File: src/rtl/arith_pkg.sv
// Shared arithmetic-library types for the sequential multiplier.
// Holds the control FSM encoding and the counter-width helper.
package arith_pkg;

    typedef enum logic [1:0] {
        IDLE = 2'd0,
        RUN  = 2'd1,
        DONE = 2'd2
    } mult_state_t;

    // Counter must reach WIDTH itself, so size it for WIDTH+1 values.
    function automatic int MULT_CNT_W(input int width);
        return $clog2(width + 1);
    endfunction

endpackage

File: src/rtl/add_n.sv
// Parametrised ripple-carry adder, generalising the 4-bit library adder.
// Port names follow the original adder so existing users map across directly.
module add_n #(
    parameter int WIDTH = 4
) (
    input  logic [WIDTH-1:0] A,
    input  logic [WIDTH-1:0] B,
    input  logic             CarryIN,
    output logic [WIDTH-1:0] Y,
    output logic             CarryOUT
);

    always_comb begin
        logic carry;
        carry = CarryIN;
        Y     = '0;
        for (int i = 0; i < WIDTH; i++) begin
            Y[i]  = A[i] ^ B[i] ^ carry;
            carry = (A[i] & B[i]) | (carry & (A[i] ^ B[i]));
        end
        CarryOUT = carry;
    end

endmodule

File: src/rtl/seq_multiplier.sv
// Sequential shift-add multiplier, one partial product per clock.
// Define SEQ_MULT_SIGNED_EN to add the signed_mode port (two's complement).
module seq_multiplier
    import arith_pkg::*;
#(
    parameter int WIDTH = 8
) (
    input  logic               clk,
    input  logic               rst_n,
    input  logic               start,
    input  logic [WIDTH-1:0]   a,
    input  logic [WIDTH-1:0]   b,
`ifdef SEQ_MULT_SIGNED_EN
    input  logic               signed_mode,
`endif
    input  logic               ack,
    output logic               ready,
    output logic               busy,
    output logic               valid,
    output logic [2*WIDTH-1:0] y
);

    localparam int CW = MULT_CNT_W(WIDTH);

    mult_state_t state, state_next;

    logic [WIDTH-1:0]   mcand;
    logic [WIDTH-1:0]   mplier;
    logic [2*WIDTH-1:0] acc;
    logic [CW-1:0]      cnt;
    logic               neg;

    logic [WIDTH-1:0]   a_mag;
    logic [WIDTH-1:0]   b_mag;
    logic               sign_in;

    logic [WIDTH-1:0]   sum;
    logic               carry;
    logic [2*WIDTH-1:0] acc_shift;
    logic [2*WIDTH-1:0] y_next;
    logic               last;

`ifdef SEQ_MULT_SIGNED_EN
    assign a_mag   = (signed_mode && a[WIDTH-1]) ? -a : a;
    assign b_mag   = (signed_mode && b[WIDTH-1]) ? -b : b;
    assign sign_in = signed_mode & (a[WIDTH-1] ^ b[WIDTH-1]);
`else
    assign a_mag   = a;
    assign b_mag   = b;
    assign sign_in = 1'b0;
`endif

    add_n #(
        .WIDTH(WIDTH)
    ) u_add (
        .A       (acc[2*WIDTH-1:WIDTH]),
        .B       (mplier[0] ? mcand : '0),
        .CarryIN (1'b0),
        .Y       (sum),
        .CarryOUT(carry)
    );

    // Carry re-enters at the top as the whole pair shifts right.
    assign acc_shift = {carry, sum, acc[WIDTH-1:1]};
    assign y_next    = neg ? -acc : acc;
    assign last      = (cnt == CW'(WIDTH));

    assign ready = (state == IDLE);
    assign busy  = (state == RUN);
    assign valid = (state == DONE);

    always_ff @(posedge clk or negedge rst_n) begin
        if (!rst_n) begin
            state <= IDLE;
        end else begin
            state <= state_next;
        end
    end

    always_comb begin
        state_next = state;
        unique case (state)
            IDLE:    if (start) state_next = RUN;
            RUN:     if (last)  state_next = DONE;
            DONE:    if (ack)   state_next = IDLE;
            default: state_next = IDLE;
        endcase
    end

    always_ff @(posedge clk or negedge rst_n) begin
        if (!rst_n) begin
            mcand  <= '0;
            mplier <= '0;
            acc    <= '0;
            cnt    <= '0;
            neg    <= 1'b0;
            y      <= '0;
        end else begin
            if (state == IDLE && start) begin
                mcand  <= a_mag;
                mplier <= b_mag;
                acc    <= '0;
                cnt    <= '0;
                neg    <= sign_in;
            end else if (state == RUN) begin
                if (last) begin
                    y <= y_next;
                end else begin
                    acc    <= acc_shift;
                    mplier <= mplier >> 1;
                    cnt    <= cnt + 1'b1;
                end
            end
        end
    end

endmodule

File: config.mk
export PLATFORM = sky130hd
export DESIGN_NAME = seq_multiplier
export DESIGN_NICKNAME = d
export VERILOG_FILES = /design/src/rtl/arith_pkg.sv /design/src/rtl/add_n.sv /design/src/rtl/seq_multiplier.sv
export SDC_FILE = /design/constraint.sdc
export NUM_CORES = 1
export LEC_CHECK = 0
export CORE_ASPECT_RATIO = 0.5
export CORE_UTILIZATION = 30
export CTS_CLUSTER_SIZE = 14
export DETAILED_ROUTE_END_ITERATION = 6
export GPL_ROUTABILITY_DRIVEN = 0
export GPL_TIMING_DRIVEN = 1
export SYNTH_ARGS = -nofsm -noshare
export SYNTH_HDL_FRONTEND = slang
export SYNTH_SLANG_ARGS = --single-unit
File: constraint.sdc
create_clock -name clk -period 3.6 [get_ports clk]
set_clock_uncertainty 0.1 [all_clocks]
set_input_delay 0.72 -clock clk [delete_from_list [all_inputs] [get_ports clk]]
set_output_delay 0.72 -clock clk [all_outputs]
set_load 0.02 [all_outputs]
==> impl_metrics.yaml <==
yosys:
  synthDistinctLibCells: 33
  syn_inst: 227
  yosysSeqAreaShare_pct: 54.24
  synth_most_common_cell: "dfrtp_1"
  synth_edf_count: 0
  synth_area_leaders: "dfrtp_1, mux2_2, nand2_1"
  synthTopCellsByCount: "dfrtp_1, nand2_1, o21ai_0"
  yosysWarnings: 0
  synth_largest_area_cell: "dfrtp_1"
  netlist.area_leader.share_pct: 54.24
  ys.flop_type: "dfrtp_1"
  synth_area_um2: 2491
  synthesis.nets: 257
  ys_ff_latch: 54
  synthArstFlopShare_pct: 100.0
  avgSynthCellArea_um2: 10.97
sta:
  max-slew-margin-rel_pct: 34.98
  postLayoutSetupSlackWorst_ns: 0.1737
  max_freq_mhz: 291.9
  slew_viol_final: 0
  fin_crit_sh_pct: 95.17
  rsz0062_at_grt: "false"
  period_needed_ns: 3.426
  tightest_slew_ns: 0.9742
  setup_tns_ns: 0
  finalHoldViolations: 0
  finalSetupViolations: 0
floorplanning:
  rows: 23
  coreArea_um2: 8029
  io_pins: 39
  die_y_um: 66.44
  die-area_um2: 8694
  start_util_pct: 31.03
  fp.dieW_um: 130.9
clocking:
  cts-resized-gates: 0
  root_buffer: "clkbuf_16"
  cts_buffers: 5
  clkTransAtPathRegs_ns: 0.07
  tritoncts: "yes"
  insertion_delay_ns: 0.29
  clock_sink_count: 54
  h-tree-depth: 2
  clk_path_buf_depth: 2
  cts_setup_buffers: 0
  ctsHoldBuffers: 0
power_and_ir_drop:
  power.total_uw: 2640
  power_switching_uw: 979.9
  switching_share_pct: 37.12
  clkPwrFrac_pct: 18.2
  power_frac_comb_pct: 42.9
  power_density_nw_per_um2: 843.9
  leakage_uw: 0.001404
  seq_power_share_pct: 38.8
  worst_ir_drop_vdd_uv: 220.6
  p_int_uw: 1660
worst_hold_path:
  worstHoldStart: "mcand[6]$_DFFE_PN0P_"
  min_path_type: "reg -> reg"
routing:
  vias_per_cell: 4.785
  ant_nets: 0
  drt-total-wl_mm: 5.148
  firstDrtPassIters: 4
  first_iter_violations: 99
  via_count: 1799
  wl_per_cell_um: 13.69
  route.detailed.drc: 0
global_routing:
  grt_pass1_wl_mm: 8.811
  grt_usage_pct: 13.27
  grt_pass1_vias: 1842
  grt_max_degree: 41
  overflow: 0
  antenna_found_initial: 0
placed_design:
  numPortBuffers: 38
  dp_slack_ns: 0.03627
  post-dp-hpwl_mm: 3.445
  place_inst: 368
worst_setup_path:
  crit_start: "mcand[0]$_DFFE_PN0P_"
  path_buf_inv: 3
  startpoint_type: "register"
  cp_cell_sequence: "and2_4 > ha_1 > inv_1 > fa_2 > fa_2 > fa_2 > fa_1 > inv_1 > fa_1 > inv_1 > fa_2 > fa_1 > o21ai_0"
  slowest_stage: "fa_1"
  critPathTopFamily: "adder cells"
  cpMostUsedCell: "fa_2"
  path_class: "reg -> reg"
  reg2reg_from: "mcand[0]$_DFFE_PN0P_"
  required_ns: 3.65
  end_kind: "register"
  crit_fanout: 2
  slowest_delay_ns: 0.48
  worst_ep_arrival_time_ns: 3.47
job:
  drv_cap: 0
cells_and_area:
  drive_gt1_share_pct: 14.39
  layout.nets: 293
  n_antenna_cell: 0
  finalNonFillerCells: 376
  syn_to_final_growth_pct: 25.57
status:
  status: "finished clean"
-- stage by stage --
step           hold WS [ns]  area [um2]  utilization, %
4_1_cts              0.3740        3118           38.83
6_report             0.3846        3128           38.96
3_5_place_dp         0.3577        2970           37.00
3_3_place_gp         0.3532        2970           37.00
5_1_grt              0.4118        3128           38.96
2_1_floorplan        0.3244        2504               -
-- routing by layer --
metal	track usage (%)	part of all wire, %
met1	16.90	46
met2	22.22	49
met3	2.670	3.8
met4	5.316	1.5
met5	0	0
-- layout make-up --
cell class / count / area (um2)
sequential: 54 / 1351
clock inverter: 1 / 5.005
multi-input combinational: 145 / 1020
tap: 112 / 140.1
timing repair buffer: 44 / 420.4
clock buffer: 7 / 142.6
inverter: 13 / 48.80
fill: 769 / 4901
-- power groups by stage --
stage	combinational (uW)	sequential, uW	clock (uW)
global placement	1100	1020	0
detailed placement	1130	1040	0
floorplan	672	1100	0
CTS	1130	1030	492
finish	1130	1020	481
global route	1260	1070	518
-- sequential cells by signal, indices dropped and copies added, names as in the netlist --
register / count
acc: 16
mcand: 8
state: 2
cnt: 4
y: 16
mplier: 8
-- tightest hold or removal path, cell delays in order (launching register included) --
cell and delay (ns):
dfrtp_1 0.34, nand2_1 0.06, nand2_1 0.06
-- cell families after synthesis --
kind of cell / share of synthesized area, %
AND/OR/NAND/NOR: 15.37
flip-flops: 54.24
AO/OA/AOI/OAI: 9.894
buffers and inverters: 5.324
multiplexers: 8.036
adder cells (fa/ha/maj): 7.132
-- final timing paths --
kind                                         end  slack (ns)  cells after the start
max                          acc[14]$_DFFE_PN0P_        0.17                     13
min                         mcand[6]$_DFFE_PN0P_        0.38                      2
max reg2reg                  acc[14]$_DFFE_PN0P_        0.17                     13
min reg2reg                 mcand[6]$_DFFE_PN0P_        0.38                      2
max in group asynchronous  mplier[6]$_DFFE_PN0P_        2.20                      2
min in group asynchronous       y[4]$_DFFE_PN0P_        0.45                      1
-- placed cells by master (no fill, tap or decap), drive strengths merged --
cell            n
clkdlybuf4s50  37
or3b            1
o211ai          7
clkbuf          7
fa              7
nor2b           1
a21oi           1
dfrtp          54
o31ai           2
nand2b          1
ha              3
o21ai          19
nand4           1
nand2          43
inv            13
a31oi           1
nor2            4
a221o           6
and3b           1
nand3b          1
a21o            1
clkinv          1
nand3          12
and2            8
mux2           16
mux2i           2
nor3b           1
and3            6
buf             7
(Power assumes the default switching activity.)
